### src/rtl/uart_pkg.sv
// Shared UART definitions: parity-mode encodings and the transmit FSM state encoding.
package uart_pkg;

    localparam logic [1:0] PARITY_NONE     = 2'b00;
    localparam logic [1:0] PARITY_EVEN     = 2'b01;
    localparam logic [1:0] PARITY_ODD      = 2'b10;
    localparam logic [1:0] PARITY_NONE_ALT = 2'b11;

    typedef enum logic [2:0] {
        ST_IDLE   = 3'd0,
        ST_START  = 3'd1,
        ST_DATA   = 3'd2,
        ST_PARITY = 3'd3,
        ST_STOP   = 3'd4
    } tx_state_e;

    function automatic logic has_parity(input logic [1:0] mode);
        return (mode == PARITY_EVEN) || (mode == PARITY_ODD);
    endfunction

endpackage

### src/rtl/uart_baud_tick.sv
// Bit-period timer: counts 0..DIVISOR-1 and flags the last cycle of each bit period.
module uart_baud_tick #(
    parameter int DIVISOR = 16
) (
    input  logic clk,
    input  logic i_rst,
    input  logic restart_i,
    output logic tick_o
);

    localparam int CNT_W = (DIVISOR > 1) ? $clog2(DIVISOR) : 1;
    localparam logic [CNT_W-1:0] LAST = CNT_W'(DIVISOR - 1);

    logic [CNT_W-1:0] cnt_q;
    logic [CNT_W-1:0] cnt_d;

    always_comb begin
        cnt_d = cnt_q + 1'b1;
        if (restart_i || (cnt_q == LAST)) begin
            cnt_d = '0;
        end
    end

    always_ff @(posedge clk or posedge i_rst) begin
        if (i_rst) begin
            cnt_q <= '0;
        end else begin
            cnt_q <= cnt_d;
        end
    end

    assign tick_o = (cnt_q == LAST);

endmodule

### src/rtl/uart_tx_framer.sv
// UART transmitter: accepts one payload per frame over a valid/ready handshake and
// serialises start, LSB-first data, optional parity and stop bits onto o_tx.
module uart_tx_framer
    import uart_pkg::*;
#(
    parameter int         NB_DATA     = 8,
    parameter logic [1:0] PARITY_MODE = 2'b00,
    parameter int         NB_STOP     = 1,
    parameter int         CLK_FREQ    = 100000000,
    parameter int         BAUD_RATE   = 115200
) (
    input  logic               clk,
    input  logic               i_rst,
    input  logic [NB_DATA-1:0] i_data,
    input  logic               i_valid,
    output logic               o_ready,
    output logic               o_tx,
    output logic               o_busy,
    output logic               o_done
);

    localparam int DIVISOR = CLK_FREQ / BAUD_RATE;
    localparam int BIT_W = $clog2(NB_DATA + 1);
    localparam logic [BIT_W-1:0] LAST_DATA = BIT_W'(NB_DATA - 1);
    localparam logic [BIT_W-1:0] LAST_STOP = BIT_W'(NB_STOP - 1);
    localparam logic WITH_PARITY = has_parity(PARITY_MODE);
    localparam logic ODD_PARITY = (PARITY_MODE == PARITY_ODD);

    tx_state_e          state_q;
    logic               tx_q;
    logic               ready_q;
    logic               done_q;
    logic [NB_DATA-1:0] shift_q;
    logic               parity_q;
    logic [BIT_W-1:0]   bit_q;

    logic accept;
    logic baudTick;

    assign accept = i_valid && ready_q;

    // Restarting the timer at accept makes the start bit a full period long.
    uart_baud_tick #(
        .DIVISOR(DIVISOR)
    ) u_baud (
        .clk      (clk),
        .i_rst    (i_rst),
        .restart_i(accept),
        .tick_o   (baudTick)
    );

    always_ff @(posedge clk or posedge i_rst) begin
        if (i_rst) begin
            state_q  <= ST_IDLE;
            tx_q     <= 1'b1;
            ready_q  <= 1'b1;
            done_q   <= 1'b0;
            shift_q  <= '0;
            parity_q <= 1'b0;
            bit_q    <= '0;
        end else begin
            done_q <= 1'b0;
            case (state_q)
                ST_IDLE: begin
                    tx_q <= 1'b1;
                    if (accept) begin
                        state_q  <= ST_START;
                        tx_q     <= 1'b0;
                        ready_q  <= 1'b0;
                        shift_q  <= i_data;
                        parity_q <= (^i_data) ^ ODD_PARITY;
                        bit_q    <= '0;
                    end
                end
                ST_START: begin
                    if (baudTick) begin
                        state_q <= ST_DATA;
                        tx_q    <= shift_q[0];
                        shift_q <= shift_q >> 1;
                    end
                end
                ST_DATA: begin
                    if (baudTick) begin
                        if (bit_q == LAST_DATA) begin
                            bit_q <= '0;
                            if (WITH_PARITY) begin
                                state_q <= ST_PARITY;
                                tx_q    <= parity_q;
                            end else begin
                                state_q <= ST_STOP;
                                tx_q    <= 1'b1;
                            end
                        end else begin
                            bit_q   <= bit_q + 1'b1;
                            tx_q    <= shift_q[0];
                            shift_q <= shift_q >> 1;
                        end
                    end
                end
                ST_PARITY: begin
                    if (baudTick) begin
                        state_q <= ST_STOP;
                        tx_q    <= 1'b1;
                    end
                end
                // The stop phase reuses the bit counter to count stop bits.
                ST_STOP: begin
                    if (baudTick) begin
                        if (bit_q == LAST_STOP) begin
                            state_q <= ST_IDLE;
                            ready_q <= 1'b1;
                            done_q  <= 1'b1;
                            bit_q   <= '0;
                        end else begin
                            bit_q <= bit_q + 1'b1;
                        end
                    end
                end
                default: begin
                    state_q <= ST_IDLE;
                    tx_q    <= 1'b1;
                    ready_q <= 1'b1;
                    bit_q   <= '0;
                end
            endcase
        end
    end

    assign o_tx    = tx_q;
    assign o_ready = ready_q;
    assign o_busy  = ~ready_q;
    assign o_done  = done_q;

endmodule

### config.mk
export PLATFORM = sky130hd
export DESIGN_NAME = uart_tx_framer
export DESIGN_NICKNAME = d
export VERILOG_FILES = /design/src/rtl/uart_pkg.sv /design/src/rtl/uart_baud_tick.sv /design/src/rtl/uart_tx_framer.sv
export SDC_FILE = /design/constraint.sdc
export NUM_CORES = 1
export LEC_CHECK = 0
export ABC_CLOCK_PERIOD_IN_PS = 2700
export CELL_PAD_IN_SITES_DETAIL_PLACEMENT = 0
export CELL_PAD_IN_SITES_GLOBAL_PLACEMENT = 1
export CORE_MARGIN = 1.5
export CORE_UTILIZATION = 44
export DETAILED_ROUTE_END_ITERATION = 8
export HOLD_SLACK_MARGIN = 0.03
export MAX_ROUTING_LAYER = met4
export PLACE_DENSITY = 0.85
export REMOVE_ABC_BUFFERS = 1
export SETUP_SLACK_MARGIN = 0.5
export SLEW_MARGIN = 20
export SYNTH_ARGS = -nofsm -noshare
export SYNTH_HDL_FRONTEND = slang
export SYNTH_SLANG_ARGS = --single-unit
### constraint.sdc
create_clock -name clk -period 2.7 [get_ports clk]
set_input_delay 0.81 -clock clk [delete_from_list [all_inputs] [get_ports clk]]
set_output_delay 0.81 -clock clk [all_outputs]
set_load 0.1 [all_outputs]
==> reports/qor.txt <==
flop and latch count out of synthesis = 28
clock net sink count = 28
worst clock skew on the final layout = 0.00594 ns
cells along the critical path = or4b_4, or4_4, a221oi_4, buf_12, mux2_4
Leak Pwr = 0.799 nW
Initial DRC Count = 81
gpl congestion = 0.840
vertical extent of the die = 61.9 µm
Yosys cell types = 39
Min Clock Period, post-route = 2.26 ns
Die Area = 0.00383 mm²
vias in the first global route = 1081
master of the slowest instance on the critical path = sky130_fd_sc_hd__or4b_4
count of flip-flops with a built-in enable after synthesis = 0
CTS H-Tree Depth = 1
sequential area share after synthesis = 0.460
first-pass GRT wire length = 4940 µm
number of placed I/O pins = 15
number of max-slew violations in the final report = 0
Core Footprint = 0.00334 mm²
setup repair after global routing missed its margin = yes
simple-gate share of the synthesized area = 0.179
count leader, synth = sky130_fd_sc_hd__dfrtp_1
area growth from synthesis to layout = 21.1%
post-synthesis share of cell area spent on xor and xnor gates = 0.0516
async set or reset register ratio after synthesis = 1.00
Crit path required time = 2.93 ns
total routing usage reported by global routing = 0.184
clock tree from TritonCTS = done
post-synthesis adder-cell area fraction = 0.0246
IR drop worst, VDD = 0.000274 V
fraction of layout instances using a drive strength above 1 = 0.278
total inserted antenna cells = 0
Setup crit end kind = flop
dominant combinational cell family by area after synthesis = simple AND/OR/NAND/NOR gates
top_reg_cell synth = sky130_fd_sc_hd__dfrtp_1
Final ANT Viol Nets = 0
Setup TNS Final = 0 ns
Max-cap violations = 0
Buffers on Ports = 14
final worst-path cycle share = 0.836
actual transition at the worst max-transition pin = 0.478 ns
First-pass DRT Iterations = 4
DR vias/cell = 5.31
number of placement rows = 21
number of warnings issued by yosys = 0
final hold vios = 0
path type of the worst setup path = flop to flop
initial core utilization = 0.458
run status = finished, final reports clean
clock tree buffer depth = 2
initial antenna violation count = 0
Synth area leaders = sky130_fd_sc_hd__dfrtp_1 43%, sky130_fd_sc_hd__mux2_2 13%, sky130_fd_sc_hd__nor2_1 4.2%
Power Density = 347 mW/mm²
HPWL after DPL = 2060 µm
detail-routed net length per standard cell = 14.2 µm
type of origin of the critical path = flop
Max stage delay on crit path = 0.54 ns
Max-Slew Margin vs Limit = 0.681
overflow left after global routing = 0
Post-Synthesis Cell Area = 0.00153 mm²
Mapped Cells = 147
Crit path max-delay family = simple AND/OR/NAND/NOR gates
Via Count = 1141
total number of nets in the final design = 184
Total Wirelength = 3060 µm
worst-path maximum fanout = 8
number of filler cells placed in the layout = 321
clock root buffer master = sky130_fd_sc_hd__clkbuf_4
post-synth top area share = 0.426
DRC violation count after routing = 0
proportion of synthesized area in mux cells = 0.132
Max Clk Rate = 443 MHz
fraction of the core area covered by cells at the end of the flow = 0.555
worst hold-check path type = flop to flop
source-to-sink clock delay at the later pin of the worst-skew pair = 0.32 ns
cell accounting for the most synthesized area = sky130_fd_sc_hd__dfrtp_1
CP Buf/Inv Count = 1
clock transition at the register clock pins on the worst setup and hold paths after CTS = 0.14 ns
hold buffers post-CTS = 0
setup-violating endpoint count in the final report = 0
largest net degree at the start of global routing = 29
compound-cell area share of the yosys netlist = 0.118
top cells by instance count after synthesis = 26 x sky130_fd_sc_hd__dfrtp_1, 17 x sky130_fd_sc_hd__mux2_2, 17 x sky130_fd_sc_hd__nor2_1, 10 x sky130_fd_sc_hd__nand2_1
mean instance size in the synthesized netlist = 10.4 µm²
number of buffers created by CTS = 3
arrival time of the worst setup path = 2.48 ns
die width = 61.9 µm
[path summary, 6_finish.rpt]
check | start | slack, ns | cells after the start | end
min in group asynchronous | i_rst | 0.83 | 3 | shift_q[6]
max in group asynchronous | i_rst | 1.56 | 3 | o_ready
worst min-delay path | u_baud.cnt_q[0] | 0.51 | 1 | u_baud.cnt_q[0]
worst max register to register | u_baud.cnt_q[4] | 0.44 | 5 | shift_q[6]
worst max-delay path | u_baud.cnt_q[4] | 0.44 | 5 | shift_q[6]
worst min register to register | u_baud.cnt_q[0] | 0.51 | 1 | u_baud.cnt_q[0]
[metrics by stage]
| step | cell area [µm²] | hold WS, ns | std cells | total power, mW | setup WS (ns) |
|---|---|---|---|---|---|
| after floorplan | 1500 | 0.455 | 142 | 0.452 | 0.193 |
| after global placement | 1720 | 0.476 | 206 | 0.471 | 0.149 |
| after detailed placement | 1720 | 0.483 | 206 | 0.473 | 0.109 |
| after CTS | 1820 | 0.503 | 213 | 0.659 | 0.457 |
| after global routing | 1850 | 0.541 | 215 | 0.676 | 0.386 |
| final | 1850 | 0.509 | 215 | 0.643 | 0.442 |
[worst reg2reg max path, stage by stage (launching register included)]
cell,delay (ns)
sky130_fd_sc_hd__dfrtp_1,0.41
sky130_fd_sc_hd__or4b_4,0.54
sky130_fd_sc_hd__or4_4,0.47
sky130_fd_sc_hd__a221oi_4,0.28
sky130_fd_sc_hd__buf_12,0.18
sky130_fd_sc_hd__mux2_4,0.30
[layer usage]
metal  vias up  routed length (µm)  global-route usage
met5         -                   0                   -
met4         0                  29              0.0456
met3         2                  88              0.0497
met2        20                1550               0.304
met1       556                1390               0.225
li1        563                   -                   -
[power breakdown]
part / switching, mW / total, mW / leakage, nW / internal, mW
combinational: 0.0140 / 0.0398 / 0.438 / 0.0259
sequential: 0.00339 / 0.429 / 0.346 / 0.426
clock: 0.116 / 0.174 / 0.0150 / 0.0579
total: 0.133 / 0.643 / 0.799 / 0.509
[cells by family after synthesis]
group | Yosys count
AOI/OAI and AO/OA | 23
xor gates and xnor gates | 9
adders and majority gates | 3
buffers and inverters | 12
DFF | 28
muxes | 18
and+or+nand+nor | 54
[state kept, by name (all words and copies together), names as in the netlist]
register      flops
u_baud.cnt_q     10
shift_q           8
bit_q             4
state_q           3
o_done            1
o_ready           1
o_tx              1
[what timing repair did]
item,4_1_cts,5_1_grt
gates cloned,0,0
setup buffers,3,2
pin swaps,3,0
endpoints found under the setup margin,21,13
resized for setup,11,3
[cells in the final DEF, fill, tap and decap left out, types with 2 or more instances in the layout]
cell type,instances
sky130_fd_sc_hd__nand2b_1,2
sky130_fd_sc_hd__clkbuf_4,3
sky130_fd_sc_hd__ha_1,3
sky130_fd_sc_hd__clkdlybuf4s50_1,10
sky130_fd_sc_hd__buf_4,12
sky130_fd_sc_hd__a211o_1,2
sky130_fd_sc_hd__mux2_4,8
sky130_fd_sc_hd__a21o_1,2
sky130_fd_sc_hd__nor2_1,17
sky130_fd_sc_hd__dfrtp_1,26
sky130_fd_sc_hd__nor2b_1,2
sky130_fd_sc_hd__nor3_1,2
sky130_fd_sc_hd__nor3b_1,3
sky130_fd_sc_hd__mux2_2,9
sky130_fd_sc_hd__xor2_1,2
sky130_fd_sc_hd__dfstp_2,2
sky130_fd_sc_hd__inv_1,7
sky130_fd_sc_hd__nand2_1,10
sky130_fd_sc_hd__a21oi_1,6
sky130_fd_sc_hd__o21ai_0,2
sky130_fd_sc_hd__or2_2,4
sky130_fd_sc_hd__nand3_1,5
sky130_fd_sc_hd__xnor2_1,7
sky130_fd_sc_hd__nor4_1,2
[final cells by class]
type / count / area [µm²] / share of cell area
Multi-Input combinational cell: 107 / 827 / 0.447
Sequential cell: 28 / 703 / 0.380
Timing Repair Buffer: 23 / 210 / 0.114
Tap cell: 46 / 57.6 / 0.0311
Clock buffer: 4 / 26.3 / 0.0142
Inverter: 7 / 26.3 / 0.0142
Note: power is estimated with default switching activity, not from simulation.
